--- config.mk ---
export PLATFORM = sky130hd
export DESIGN_NAME = text_ram_writer
export DESIGN_NICKNAME = d
export VERILOG_FILES = /design/src/rtl/text_ram_writer.sv
export SDC_FILE = /design/constraint.sdc
export NUM_CORES = 1
export LEC_CHECK = 0
export BUFFER_PORTS_ARGS = -buffer_cell sky130_fd_sc_hd__buf_4
export CORE_MARGIN = 1
export CORE_UTILIZATION = 46
export CTS_BUF_LIST = sky130_fd_sc_hd__clkbuf_8
export CTS_CLUSTER_SIZE = 10
export DETAILED_ROUTE_END_ITERATION = 7
export PLACE_DENSITY = 0.71
export SLEW_MARGIN = 40
export SYNTH_ARGS = -nofsm -noshare
export SYNTH_HDL_FRONTEND = slang
export SYNTH_SLANG_ARGS = --single-unit
--- constraint.sdc ---
create_clock -name clk -period 3.8 [get_ports clk]
set_clock_uncertainty 0.2 [all_clocks]
set_input_delay 0.19 -clock clk [delete_from_list [all_inputs] [get_ports clk]]
set_output_delay 0.19 -clock clk [all_outputs]
set_load 0.02 [all_outputs]
--- src/rtl/text_ram_writer.sv ---
// Text RAM writer: places producer bytes at the cursor, handles CR/LF cursor moves,
// and only touches the RAM while display_on is low. Define TEXT_CLEAR_EN to enable FF (0x0C) screen clear.
module text_ram_writer #(
  parameter logic [7:0] FILL_CHAR = 8'h00
) (
  input  logic       clk,
  input  logic       reset,
  input  logic [7:0] char_in,
  input  logic       char_valid,
  output logic       char_ready,
  input  logic       display_on,
  output logic [9:0] ram_addr,
  output logic [7:0] ram_din,
  output logic       ram_we,
  output logic [4:0] cursor_row,
  output logic [4:0] cursor_col,
  output logic       busy
);

  localparam logic [7:0] CharCr = 8'h0D;
  localparam logic [7:0] CharLf = 8'h0A;
`ifdef TEXT_CLEAR_EN
  localparam logic [7:0] CharFf = 8'h0C;

  typedef enum logic [1:0] {IDLE, PUT, CLEAR} state_e;
`else
  typedef enum logic {IDLE, PUT} state_e;
`endif

  state_e     state_q;
  logic [4:0] cursorRow_q, cursorCol_q;
  logic [4:0] cursorRow_d, cursorCol_d;
  logic [7:0] char_q;
  logic [9:0] addr_q;
  logic [7:0] din_q;
  logic       we_q;
`ifdef TEXT_CLEAR_EN
  logic [9:0] clearCnt_q;
`endif
  logic       accept;

  assign char_ready = (state_q == IDLE) && !reset;
  assign busy       = (state_q != IDLE) && !reset;
  assign accept     = char_valid && char_ready;

  assign ram_addr   = addr_q;
  assign ram_din    = din_q;
  assign ram_we     = we_q;
  assign cursor_row = cursorRow_q;
  assign cursor_col = cursorCol_q;

  // Treating {row,col} as one 10-bit position gives column wrap into the next row and full-screen wrap for free.
  always_comb begin
    {cursorRow_d, cursorCol_d} = {cursorRow_q, cursorCol_q} + 10'd1;
  end

  always_ff @(posedge clk) begin
    if (reset) begin
      state_q     <= IDLE;
      cursorRow_q <= '0;
      cursorCol_q <= '0;
      char_q      <= '0;
      addr_q      <= '0;
      din_q       <= '0;
      we_q        <= 1'b0;
`ifdef TEXT_CLEAR_EN
      clearCnt_q  <= '0;
`endif
    end else begin
      we_q <= 1'b0;
      case (state_q)
        IDLE: begin
          if (accept) begin
            if (char_in == CharCr) begin
              cursorCol_q <= '0;
            end else if (char_in == CharLf) begin
              cursorRow_q <= cursorRow_q + 5'd1;
`ifdef TEXT_CLEAR_EN
            end else if (char_in == CharFf) begin
              clearCnt_q <= '0;
              state_q    <= CLEAR;
`endif
            end else begin
              char_q  <= char_in;
              state_q <= PUT;
            end
          end
        end
        PUT: begin
          if (!display_on) begin
            addr_q      <= {cursorRow_q, cursorCol_q};
            din_q       <= char_q;
            we_q        <= 1'b1;
            cursorRow_q <= cursorRow_d;
            cursorCol_q <= cursorCol_d;
            state_q     <= IDLE;
          end
        end
`ifdef TEXT_CLEAR_EN
        CLEAR: begin
          // Counter holds while the display is scanning, so the sweep simply resumes in blanking.
          if (!display_on) begin
            addr_q     <= clearCnt_q;
            din_q      <= FILL_CHAR;
            we_q       <= 1'b1;
            clearCnt_q <= clearCnt_q + 10'd1;
            if (clearCnt_q == 10'd1023) begin
              cursorRow_q <= '0;
              cursorCol_q <= '0;
              state_q     <= IDLE;
            end
          end
        end
`endif
        default: state_q <= IDLE;
      endcase
    end
  end

endmodule
-- Word-level counts from Yosys, hierarchy flattened
Cells that the tools add are included.
- RAM bits: 0
- register bits after elaboration: 38
- memories kept: 0
- bits in latches: 0
- bits in read-only memories: 0
- output and inout bits: 31
- input bits: 12
- word-level logic and storage cells: 44
- order comparisons: 0
- reduce and logical (&&, ||, !) cells: 9
- muxes and demuxes: 15
- add/sub/neg operators: 2
- equality and inequality tests: 7
- multiply operators: 0
- divide/modulo/power cells: 0
- shifts and indexed selects: 0
- bitwise logic cells: 4
- operators by type and width (operator ; number):
    $mux W5 ; 7
    $pmux W5 S2 ; 2
    $eq A8 B4 Y1 const B ; 2
    $add A10 B1 Y10 const B ; 1
    $reduce_and A4 Y1 ; 2
    $ne A2 B2 Y1 const B ; 3
    $add A5 B1 Y5 const B ; 1
    $mux W1 ; 5
    $ne A2 B1 Y1 const B ; 2
    $not A1 Y1 ; 4
    $logic_and A1 B1 Y1 ; 3
    $reduce_and A3 Y1 ; 1
    $pmux W1 S2 ; 1
    $reduce_and A2 Y1 ; 1
    $reduce_or A2 Y1 ; 1
    $logic_not A1 Y1 ; 1

-- Logic depth before layout (Yosys ltp)
- depth after elaboration: 5
- depth in mapped cells: 6

-- Worst setup path after synthesis
No wires, ideal clock.
- path type: register to register
- start: register cursorRow_q[0], in the netlist cursor_row[0]
- end: register cursorRow_q[4], in the netlist cursor_row[4]
- arrival time: 1.473 ns
- path slack: 2.006 ns
- stages on the path, launching flop included: 6
- period minus slack after synthesis: 1.794 ns
- library setup time: 0.121 ns
- path through: dfxtp_1 -> ha_1 -> and4_1 -> nand2_1 -> o2bb2ai_1 -> mux2_2
- longest elaborated chain between the ends: 5
- ends and longest elaborated chain (item ; RTL line ; source):
    start: declaration ; 31 ; logic [4:0] cursorRow_q, cursorCol_q;
    start signal: assignment ; 77 ; cursorRow_q <= cursorRow_q + 5'd1;
    start signal: assignment ; 94 ; cursorRow_q <= cursorRow_d;
    $add A5 B1 Y5 ; 77 ;
    $mux W5 ; 76 ; end else if (char_in == CharLf) begin
    $mux W5 ; 74 ; if (char_in == CharCr) begin
    $mux W5 ; 73 ; if (accept) begin
    $pmux W5 S2 (*) ; 71 ; case (state_q)
Every way passes the cells marked *; elsewhere a longest branch is shown, timed or not. The select of a mux whose other input is x is not followed.
A chain may end at the register's enable or synchronous reset.

-- Worst setup path after layout
- start: input char_in[5]
- end: register cursorRow_q[0], in the netlist cursor_row[0]
- longest elaborated chain between the ends: 3
- ends and longest elaborated chain (item ; RTL line ; source):
    start: declaration ; 8 ; input logic [7:0] char_in,
    $eq A8 B4 Y1 (on tied branches) ; 76, 74 ;
    $ne A2 B1 Y1 (no line) or $ne A2 B2 Y1 (tied branches) ; - ;
    $reduce_and A4 Y1 (no line) (*) ; - ;
Every way passes the cells marked *; elsewhere a longest branch is shown, timed or not.

==> results.yml <==
detailed_routing:
  drt_wl_total_um: 3661
  ant_nets: 0
  vias: 1587
  drc: 0
  drt_pass1_iterations: 4
  via_per_inst: 5.326
  drt_iter0_markers: 103
  avgRoutedWirePerCell_um: 12.29
clock_tree:
  cts_max_level: 2
  cts_tree: "yes"
  postCtsResizedCells: 0
  clock-sinks: 38
  clk_path_buf_depth: 2
  cts.clk_slew.worst_paths_ps: 70
  clock_latency_ps: 280
  cts-root-buf: "clkbuf_8"
  numCtsBuffers: 5
global_routing:
  grt_pass1_vias: 1300
  grt_usage_pct: 20.38
  grt_pass1_wl_um: 5664
  grt_max_degree: 43
  overflow: 0
  antenna_found_initial: 0
status:
  status: "complete, no violations"
yosys:
  ys_types: 35
  yosysSeqAreaShare_pct: 46.20
  syn_inst: 203
  yosysTopAreaCellShare_pct: 46.20
  ys_seq_elements: 38
  synth.area.top_cells: "dfxtp_1, nand2_1, a21oi_1"
  syn_area_mm2: 0.001647
  syn_nets: 217
  synth_largest_area_cell: "dfxtp_1"
  syn_avg_cell_area_um2: 8.111
  synthesis.yosys.warnings: 0
floorplan:
  num_rows: 21
  dieWidth_um: 61.83
  coreArea_mm2: 0.003390
  ioPinCount: 43
  initial_core_util_pct: 48.58
  fp.dieArea_mm2: 0.003823
  fp.dieH_um: 61.83
setup_path:
  critPathLaunch: "char_in[5]"
  reg2reg_slack_ps: 1970
  r2r-end: "cursor_row[2]"
  path_cells: "dlygate4sd3_1 -> buf_4 -> nor4_4 -> and4_1 -> o21ai_0 -> nor3b_2"
  r2r-start: "state_q"
  r2r.worst_path.cells: 4
  cp_num_buf_inv: 2
  critPathSlowestCell: "dlygate4sd3_1"
  critPathLaunchType: "primary input"
  cp_slowest_stage_delay_ps: 540
  worstSetupEndpoint: "cursor_row[0]"
  setup.worst_path.end_class: "register"
  arrival_ps: 1930
  crit_family: "simple AND/OR/NAND/NOR gates"
  critPathKind: "primary input to register"
  worstPathRequired_ps: 3760
  cp.depth: 6
  cp_max_fo: 7
cells_and_area:
  syn2layout_area_growth_pct: 30.93
  final_util_pct: 63.60
  drive_gt1_share_pct: 23.02
  antennaDiodeCount: 0
  nets: 265
sta:
  rsz0062_at_grt: "no"
  fin_setup_tns_ps: 0
  fin_crit_sh_pct: 51.69
  worstMarginPinSlew_ps: 529.9
  setup_viol: 0
  finalCriticalPeriod_ps: 1964
  hold_violations: 0
  max_clock_freq_mhz: 509.1
  slew_violations: 0
  relSlewSlack_pct: 64.52
  hold_slack_ps: 27.29
power:
  peakVddDrop_v: 0.0001951
  p_leak_nw: 0.8397
  report.power.total_mw: 0.7609
  power_density_mw_per_mm2: 352.9
worst_hold_path:
  hold_class: "primary input to register"
run:
  cap_violations: 0
placed_design:
  portBuffers: 42
  place_congestion: 0.7562
  dp_hpwl_um: 2433
## power breakdown
group          switching, mW  internal, mW  total, mW
clock                  0.135         0.144      0.278
sequential           0.00642         0.406      0.412
combinational         0.0416        0.0292     0.0707
total                  0.183         0.578      0.761
## timing repair
| action | CTS | global route |
|---|---|---|
| setup buffers | 0 | 0 |
| endpoints found under the hold margin | 8 | 0 |
| hold buffers | 8 | 0 |
## placed cells by master (no fill, tap or decap), types with 2 or more instances in the layout
cell and count:
nor3_1 6, nor3b_2 2, nor2_1 10, o21ai_0 14
mux2_2 3, a21oi_1 29, and4_1 2, dlygate4sd3_1 8
ha_1 2, nand2_1 45, o211ai_1 3, nand3_1 10
buf_4 44, dfxtp_1 38, inv_1 4, nor2b_1 6
clkbuf_8 6, o2bb2ai_1 2
## area by class of cell
cell class	count	area, um2
Clock buffer	6	82.58
Timing Repair Buffer	52	410.4
Tap cell	46	57.56
Inverter	3	11.26
Clock inverter	2	8.758
Fill cell	319	1234
Multi-Input combinational cell	151	824.5
Sequential cell	38	760.7
## worst min-delay path: stages
cell and delay (ps):
buf_4 120, nor2_1 50, nor3_1 100
## sequential cells by signal, summed over array words and instances, names as in the netlist
signal / cells
ram_addr: 10
char_q: 8
ram_din: 8
cursor_col: 5
cursor_row: 5
ram_we: 1
state_q: 1
## synth_stat cells
master and instances:
buf_2 6, nor3b_1 1, o311ai_0 1, and3_1 1, buf_4 1, inv_1 3
dfxtp_1 38, o211a_1 1, nand4b_1 1, nor4_4 1, o21ai_0 14, nand4_1 1
nand2_1 45, o22ai_1 1, o2bb2ai_1 2, a21oi_1 29, nor2b_1 6, ha_1 2
and2_1 1, o41ai_1 1, nand2b_1 2, and3b_1 1, a211oi_1 1, nand3_1 10
nand3b_1 1, nor4b_1 1, nor2_1 10, buf_1 2, o211ai_1 3, clkbuf_1 2
nor3_1 6, a31oi_1 1, and4_1 2, nor3b_2 2, mux2_2 3
## how the worst min path moves through the flow
stage	startpoint	end	slack, ps	depth (start not counted)
after floorplan	display_on	state_q	100	2
after global placement	char_q[2]	ram_din[2]	240	2
after detailed placement	char_q[5]	ram_din[5]	240	2
after global routing	char_in[3]	char_q[3]	70	3
after CTS	char_in[3]	char_q[3]	30	3
final	char_in[3]	char_q[3]	30	3
## layer usage
metal | global-route usage (%) | wire length (um)
met1 | 25.13 | 1766
met2 | 33.64 | 1642
met3 | 4.762 | 199
met4 | 9.524 | 53
met5 | 0 | 0
## kinds of logic (layout without fill, tap and decap cells)
logic type	Yosys count	count (layout)	share of synthesized area, %
AO/OA/AOI/OAI	54	54	18.39
adder cells (fa/ha/maj)	2	2	1.520
buffers and inverters	14	63	3.876
flip-flops	38	38	46.20
multiplexers	3	3	2.052
AND/OR/NAND/NOR	92	92	27.97
## per-stage QoR
stage	cell area, um2	worst slack, ps	std cells
final	2156	1836	298
after global routing	2156	1754	298
after CTS	2153	1697	298
after detailed placement	1982	1824	282
after global placement	1982	1892	282
after floorplan	1647	2006	203
(Power assumes the default switching activity.)
